### src/rtl/pipe_stage_reg_if.sv
// Valid/ready handshake bundle between two pipeline stages.
// The master modport is the upstream/downstream environment; slave is the stage itself.
interface pipe_stage_reg_if #(
  parameter int DATA_W = 101,
  parameter int CTRL_W = 8
);
  logic              in_valid;
  logic              in_ready;
  logic [DATA_W-1:0] in_data;
  logic [CTRL_W-1:0] in_ctrl;
  logic              out_valid;
  logic              out_ready;
  logic [DATA_W-1:0] out_data;
  logic [CTRL_W-1:0] out_ctrl;

  modport master (
    output in_valid, in_data, in_ctrl, out_ready,
    input  in_ready, out_valid, out_data, out_ctrl
  );

  modport slave (
    input  in_valid, in_data, in_ctrl, out_ready,
    output in_ready, out_valid, out_data, out_ctrl
  );
endinterface

### src/rtl/pipe_stage_reg.sv
// Parametrised inter-stage pipeline register with optional skid entry,
// synchronous flush to a NOP bubble and a saturating backpressure counter.
module pipe_stage_reg #(
  parameter int DATA_W = 101,
  parameter int CTRL_W = 8,
  parameter int SKID   = 1,
  parameter int CNT_W  = 16
) (
  input  logic             clk_PipeReg,
  input  logic             rstn_PipeReg,
  pipe_stage_reg_if.slave  bus,
  input  logic             flush,
  input  logic             clr_cnt,
  output logic [CNT_W-1:0] stall_cnt
);

  localparam logic [CNT_W-1:0] CNT_ONE = {{(CNT_W-1){1'b0}}, 1'b1};

  logic              m_v;
  logic [DATA_W-1:0] m_data;
  logic [CTRL_W-1:0] m_ctrl;
  logic              s_v;
  logic [DATA_W-1:0] s_data;
  logic [CTRL_W-1:0] s_ctrl;
  logic              accept;
  logic              issue;

  // With SKID the constant select folds away the out_ready term, leaving in_ready registered.
  assign bus.in_ready  = (SKID != 0) ? !s_v : (bus.out_ready || !m_v);
  assign accept        = bus.in_valid && bus.in_ready;
  assign issue         = m_v && bus.out_ready;
  assign bus.out_valid = m_v;
  assign bus.out_data  = m_data;
  assign bus.out_ctrl  = m_ctrl;

  always_ff @(posedge clk_PipeReg or negedge rstn_PipeReg) begin
    if (!rstn_PipeReg) begin
      m_v    <= 1'b0;
      m_data <= '0;
      m_ctrl <= '0;
    end else if (flush) begin
      m_v    <= 1'b0;
      m_ctrl <= '0;
    end else if (s_v && issue) begin
      m_v    <= 1'b1;
      m_data <= s_data;
      m_ctrl <= s_ctrl;
    end else if (accept && (!m_v || issue)) begin
      m_v    <= 1'b1;
      m_data <= bus.in_data;
      m_ctrl <= bus.in_ctrl;
    end else if (issue) begin
      m_v    <= 1'b0;
      m_ctrl <= '0;
    end
  end

  generate
    if (SKID != 0) begin : g_skid
      // S only fills when M is busy and stalled, so it is always the younger entry.
      always_ff @(posedge clk_PipeReg or negedge rstn_PipeReg) begin
        if (!rstn_PipeReg) begin
          s_v    <= 1'b0;
          s_data <= '0;
          s_ctrl <= '0;
        end else if (flush) begin
          s_v    <= 1'b0;
          s_ctrl <= '0;
        end else if (s_v && issue) begin
          s_v    <= 1'b0;
          s_ctrl <= '0;
        end else if (!s_v && accept && m_v && !issue) begin
          s_v    <= 1'b1;
          s_data <= bus.in_data;
          s_ctrl <= bus.in_ctrl;
        end
      end
    end else begin : g_no_skid
      assign s_v    = 1'b0;
      assign s_data = '0;
      assign s_ctrl = '0;
    end
  endgenerate

  always_ff @(posedge clk_PipeReg or negedge rstn_PipeReg) begin
    if (!rstn_PipeReg) begin
      stall_cnt <= '0;
    end else if (clr_cnt) begin
      stall_cnt <= '0;
    end else if (m_v && !bus.out_ready && (stall_cnt != '1)) begin
      stall_cnt <= stall_cnt + CNT_ONE;
    end
  end

endmodule

### src/flat_wrapper.sv
// flat-port wrapper written by rule: the top's interface ports become plain ports
module pipe_stage_reg_flat 
#(
  parameter int DATA_W = 101,
  parameter int CTRL_W = 8,
  parameter int SKID   = 1,
  parameter int CNT_W  = 16
)
  (clk_PipeReg, rstn_PipeReg, flush, clr_cnt, stall_cnt, bus_in_valid, bus_in_data, bus_in_ctrl, bus_out_ready, bus_in_ready, bus_out_valid, bus_out_data, bus_out_ctrl);
  pipe_stage_reg_if #(.DATA_W(DATA_W), .CTRL_W(CTRL_W)) bus_i ();
  input  logic clk_PipeReg;
  input  logic rstn_PipeReg;
  input  logic flush;
  input  logic clr_cnt;
  output logic [CNT_W-1:0] stall_cnt;
  input wire logic [$bits(bus_i.in_valid)-1:0] bus_in_valid;
  input wire logic [$bits(bus_i.in_data)-1:0] bus_in_data;
  input wire logic [$bits(bus_i.in_ctrl)-1:0] bus_in_ctrl;
  input wire logic [$bits(bus_i.out_ready)-1:0] bus_out_ready;
  output wire logic [$bits(bus_i.in_ready)-1:0] bus_in_ready;
  output wire logic [$bits(bus_i.out_valid)-1:0] bus_out_valid;
  output wire logic [$bits(bus_i.out_data)-1:0] bus_out_data;
  output wire logic [$bits(bus_i.out_ctrl)-1:0] bus_out_ctrl;
  assign bus_i.in_valid = bus_in_valid;
  assign bus_i.in_data = bus_in_data;
  assign bus_i.in_ctrl = bus_in_ctrl;
  assign bus_i.out_ready = bus_out_ready;
  assign bus_in_ready = bus_i.in_ready;
  assign bus_out_valid = bus_i.out_valid;
  assign bus_out_data = bus_i.out_data;
  assign bus_out_ctrl = bus_i.out_ctrl;
  pipe_stage_reg #(.DATA_W(DATA_W), .CTRL_W(CTRL_W), .SKID(SKID), .CNT_W(CNT_W)) u_core (.clk_PipeReg(clk_PipeReg), .rstn_PipeReg(rstn_PipeReg), .bus(bus_i), .flush(flush), .clr_cnt(clr_cnt), .stall_cnt(stall_cnt));
endmodule
### config.mk
export PLATFORM = sky130hd
export DESIGN_NAME = pipe_stage_reg_flat
export DESIGN_NICKNAME = d
export VERILOG_FILES = /design/src/rtl/pipe_stage_reg_if.sv /design/src/rtl/pipe_stage_reg.sv /design/src/flat_wrapper.sv
export SDC_FILE = /design/constraint.sdc
export NUM_CORES = 1
export LEC_CHECK = 0
export CAP_MARGIN = 20
export CORE_MARGIN = 3
export CORE_UTILIZATION = 48
export DETAILED_ROUTE_END_ITERATION = 16
export PLACE_DENSITY_LB_ADDON = 0.3
export RECOVER_POWER = 100
export SLEW_MARGIN = 20
export SYNTH_ARGS = -nofsm -noshare
export SYNTH_HDL_FRONTEND = slang
export SYNTH_SLANG_ARGS = --single-unit
### constraint.sdc
create_clock -name clk_PipeReg -period 4.2 [get_ports clk_PipeReg]
set_input_delay 0.63 -clock clk_PipeReg [delete_from_list [all_inputs] [get_ports clk_PipeReg]]
set_output_delay 0.63 -clock clk_PipeReg [all_outputs]
set_load 0.03 [all_outputs]
==> metrics.md <==
| Metric | Value |
|---|---|
| Pre-antenna DRT Iters | 4 |
| R2R setup slack | about 1400 ps |
| Reg2reg end | u_core.s_data[24]$_DFFE_PN0P_ |
| Final #Nets | roughly 1200 |
| Worst hold path type | reg -> reg |
| Final Wtd Congestion | around 0.79 |
| Critical R2R Launch | u_core.bus.out_valid$_DFFE_PN0P_ |
| Min Tclk post-route | roughly 3000 ps |
| Layout cells sized above 1 | 0.151 |
| PwrDens | 511 nW/um^2 |
| Failing checks | max-capacitance violations, max-slew violations |
| Drt wl/cell | between 15 and 20 um |
| Fillers | ~1600 |
| Clk slew on worst S/H paths | approximately 60 ps |
| Hold Vio Cnt, Final | 0 |
| Global-route usage over all layers | 0.197 |
| Drc violations | 0 |
| First-pass GRT wire length | 36500 um |
| CP startpoint | bus_out_ready |
| Initial Util | 0.494 |
| Synth Register Bits | 236 |
| Die Wd | 151 um |
| Post CTS Setup Buffer Count | 0 |
| Proportion of synthesized area in mux cells | 0.224 |
| Vias post-DR | roughly 7000 |
| Clk_skew | 8.92 ps |
| Sequential share of the synthesized area | 0.585 |
| Worst-margin pin slew | roughly 2900 ps |
| CTS tree | done |
| Synth top area cells | dfrtp_1 58%, mux2_2 11%, mux2i_1 11%, o21ai_1 5.2%, nand2_1 4.3% |
| Die height | about 150 um |
| H-tree depth | 1 |
| Final setup viols | 0 |
| Mapped Nets | 928 |
| FP Rows | 52 |
| Worst-Skew Late Latency | just over 500 ps |
| Worst Setup EP | u_core.s_data[24]$_DFFE_PN0P_ |
| Post-synthesis compound-gate area fraction | 0.0809 |
| Top Layer Used | met4 |
| Rel. slew slack | -0.923 |
| Iteration-0 DRC Markers | 220 |
| Top Ports | between 200 and 250 |
| Vias/cell | about 5.3 |
| Largest family of logic cells by synthesized area | multiplexers |
| Synth area leader | dfrtp_1 |
| Arrival time at the worst endpoint | ~3400 ps |
| Post_cts resized | 0 |
| Distinct cells, synth | 40 |
| Req. time, crit path | 4590 ps |
| Placed instance area | 12700 um^2 |
| Ant. Diodes | 0 |
| Worst setup path category | in -> reg |
| Worst VDD drop | roughly 0.33 mV |
| Reg power frac | 0.428 |
| Peak Freq | 0.331 GHz |
| Post-route setup TNS | 0 ps |
| Pint | a little over 5 mW |
| Clock Path Buffers | 3 |
| Sw frac | 0.274 |
| Remaining Overflow, GRT | 0 |
| Port bufs | 241 |
| Area grow syn2layout | 34.3% |
| Post-DP HPWL | roughly 15000 um |
| CTS buffer count | 26 |
| Worst Path Max Fanout | 109 |
| Met1 WL | roughly 9600 um |
| Crit start category | input port |
| Max Cap Violations | 3 |
| Final period util | 0.719 |
| Core footprint | slightly above 20000 um^2 |
| Yosys top cell area share | 0.585 |
| Post-Layout Inst Area | approximately 14000 um^2 |
| Mean Syn Cell Area | around 12 um^2 |
| Cell Area, Synth | 10100 um^2 |
| Met3 WL | a little under 2000 um |
| Clock share of power | 0.365 |
| Die ar. | between 20000 and 25000 um^2 |
| Root buf cell | clkbuf_16 |
| Largest net degree at the start of global routing | approximately 110 |
| RSZ-0062 raised after global routing | false |
| Net Switching | approximately 1.9 mW |
| Synth warn | 0 |
| R2r worst-path depth | 4 |
| DRT antenna net count | 0 |
| Met2 Wirelength | approximately 11000 um |
| Combinational Power Share | 0.207 |
| Pins Over Slew Limit | approximately 230 |
| Initial antenna violation count | 0 |
| Status | complete, but fails checks |
| Vias in the first global route | just over 7000 |
| Leakage | 6.73 nW |
| Total Wirelength | around 23000 um |
| Synth Area in XOR/XNOR | 0.000867 |
| # clock sinks | roughly 240 |
| CP Capture Type | flip-flop |
| Synth Area in Adders | 0.00124 |
| Simple-Gate Fraction of Synth Area | 0.0720 |
| Synth Instances | between 800 and 900 |
| CTS Hold Bufs | 0 |
## placed cells by master, fill, tap and decap left out, types with 4 or more instances in the layout
master / netlist / routed
buf_4: 12 / 6
o21ai_0: 13 / 112
clkbuf_16: 0 / 27
a21oi_1: 15 / 15
clkbuf_8: 0 / 6
or4_1: 5 / 5
dfrtp_1: 236 / 236
nand2_1: 116 / 116
nor2_1: 4 / 4
o31ai_1: 4 / 4
mux2i_1: 110 / 110
o21ai_1: 104 / 5
dlygate4sd3_1: 0 / 128
clkdlybuf4s50_1: 0 / 112
inv_1: 4 / 4
nand3_1: 5 / 5
a22o_1: 8 / 8
or3_1: 6 / 6
mux2_2: 100 / 100
bufinv_16: 0 / 6
clkinv_2: 0 / 4
clkbuf_1: 11 / 4
## critical path, cell delays in order
cell and delay (ps):
dlygate4sd3_1 640, inv_1 110, nand2_1 120, nor3_2 170, clkbuf_4 1220, mux2_2 440
## synth_stat cells
master,instances
o21ai_0,13
o41ai_1,1
dfrtp_1,236
mux2i_1,110
buf_6,13
a211oi_1,1
o21ai_1,104
nor4_4,1
nand3_1,5
nand4_4,1
xor2_1,1
a211o_1,1
o21a_1,1
nand4_2,1
mux2_2,100
or3_1,6
nor2_1,4
and4_1,2
nor4_2,1
o41ai_2,1
o31ai_1,4
nor3_1,3
nor2b_1,3
nand2_1,116
nand2b_1,1
and2b_4,1
o211ai_1,1
inv_1,4
buf_4,12
clkbuf_1,11
ha_1,1
and3_1,2
nand4_1,3
a21oi_1,15
mux2_1,3
buf_2,14
a22o_1,8
or4_1,5
nand3_2,1
buf_1,1
## worst min path at each step
stage | startpoint | to | slack, ps | cells after the start
final | u_core.bus.out_data[67]$_DFFE_PN0P_ | u_core.bus.out_data[67]$_DFFE_PN0P_ | 470 | 2
after global routing | u_core.bus.out_data[48]$_DFFE_PN0P_ | u_core.bus.out_data[48]$_DFFE_PN0P_ | 490 | 2
after CTS | rstn_PipeReg | u_core.s_data[26]$_DFFE_PN0P_ | 210 | 1
after detailed placement | u_core.bus.out_data[100]$_DFFE_PN0P_ | u_core.bus.out_data[100]$_DFFE_PN0P_ | 470 | 2
after global placement | u_core.bus.out_ctrl[1]$_DFFE_PN0P_ | u_core.bus.out_ctrl[1]$_DFFE_PN0P_ | 460 | 2
after floorplan | rstn_PipeReg | u_core.bus.out_ctrl[0]$_DFFE_PN0P_ | 330 | 0
## routing by layer
metal	GRT usage	vias up
met5	0	-
met4	0.0394	0
met3	0.0649	33
met2	0.329	202
met1	0.252	3426
li1	-	3334
## registers in the layout, indices dropped and copies added, names as in the netlist
| name | count |
|---|---|
| u_core.bus.out_valid | 1 |
| u_core.s_v | 1 |
| u_core.stall_cnt | 16 |
| u_core.bus.out_data | 101 |
| u_core.s_data | 101 |
| u_core.s_ctrl | 8 |
| u_core.bus.out_ctrl | 8 |
## kinds of logic after synthesis
kind of cell / after synthesis
flip-flops: 236
adder cells (fa/ha/maj): 1
XOR/XNOR: 1
buffers and inverters: 55
multiplexers: 213
AO/OA/AOI/OAI: 150
AND/OR/NAND/NOR: 156
## power by group through the flow
| stage | Sequential (mW) | Combinational (mW) | Clock (mW) |
|---|---|---|---|
| 2_1_floorplan | 3.35 | 0.506 | 0 |
| 3_3_place_gp | 2.99 | 1.51 | 0 |
| 3_5_place_dp | 3.02 | 1.55 | 0 |
| 4_1_cts | 2.98 | 1.55 | 2.59 |
| 5_1_grt | 3.03 | 1.55 | 2.68 |
| 6_report | 2.97 | 1.43 | 2.53 |
## stage by stage
| step | setup WS [ps] | power, mW | hold slack [ps] | instances | utilization |
|---|---|---|---|---|---|
| global placement | 1340 | 4.50 | 462 | 1282 | 0.619 |
| global route | 959 | 7.26 | 493 | 1329 | 0.664 |
| floorplan | 2330 | 3.85 | 334 | 812 | - |
| CTS | 1730 | 7.12 | 212 | 1329 | 0.667 |
| finish | 1180 | 6.93 | 470 | 1329 | 0.664 |
| detailed placement | 1260 | 4.56 | 474 | 1282 | 0.619 |
## layout make-up
class / count / area [um^2] / area share
clock buffer: 37 / 773 / 0.0570
clock inverter: 10 / 200 / 0.0148
inverter: 4 / 15.0 / 0.00111
multi-input combinational: 521 / 3810 / 0.281
sequential: 236 / 5910 / 0.435
tap: 270 / 338 / 0.0249
timing repair buffer: 251 / 2520 / 0.186
(Power assumes the default switching activity.)
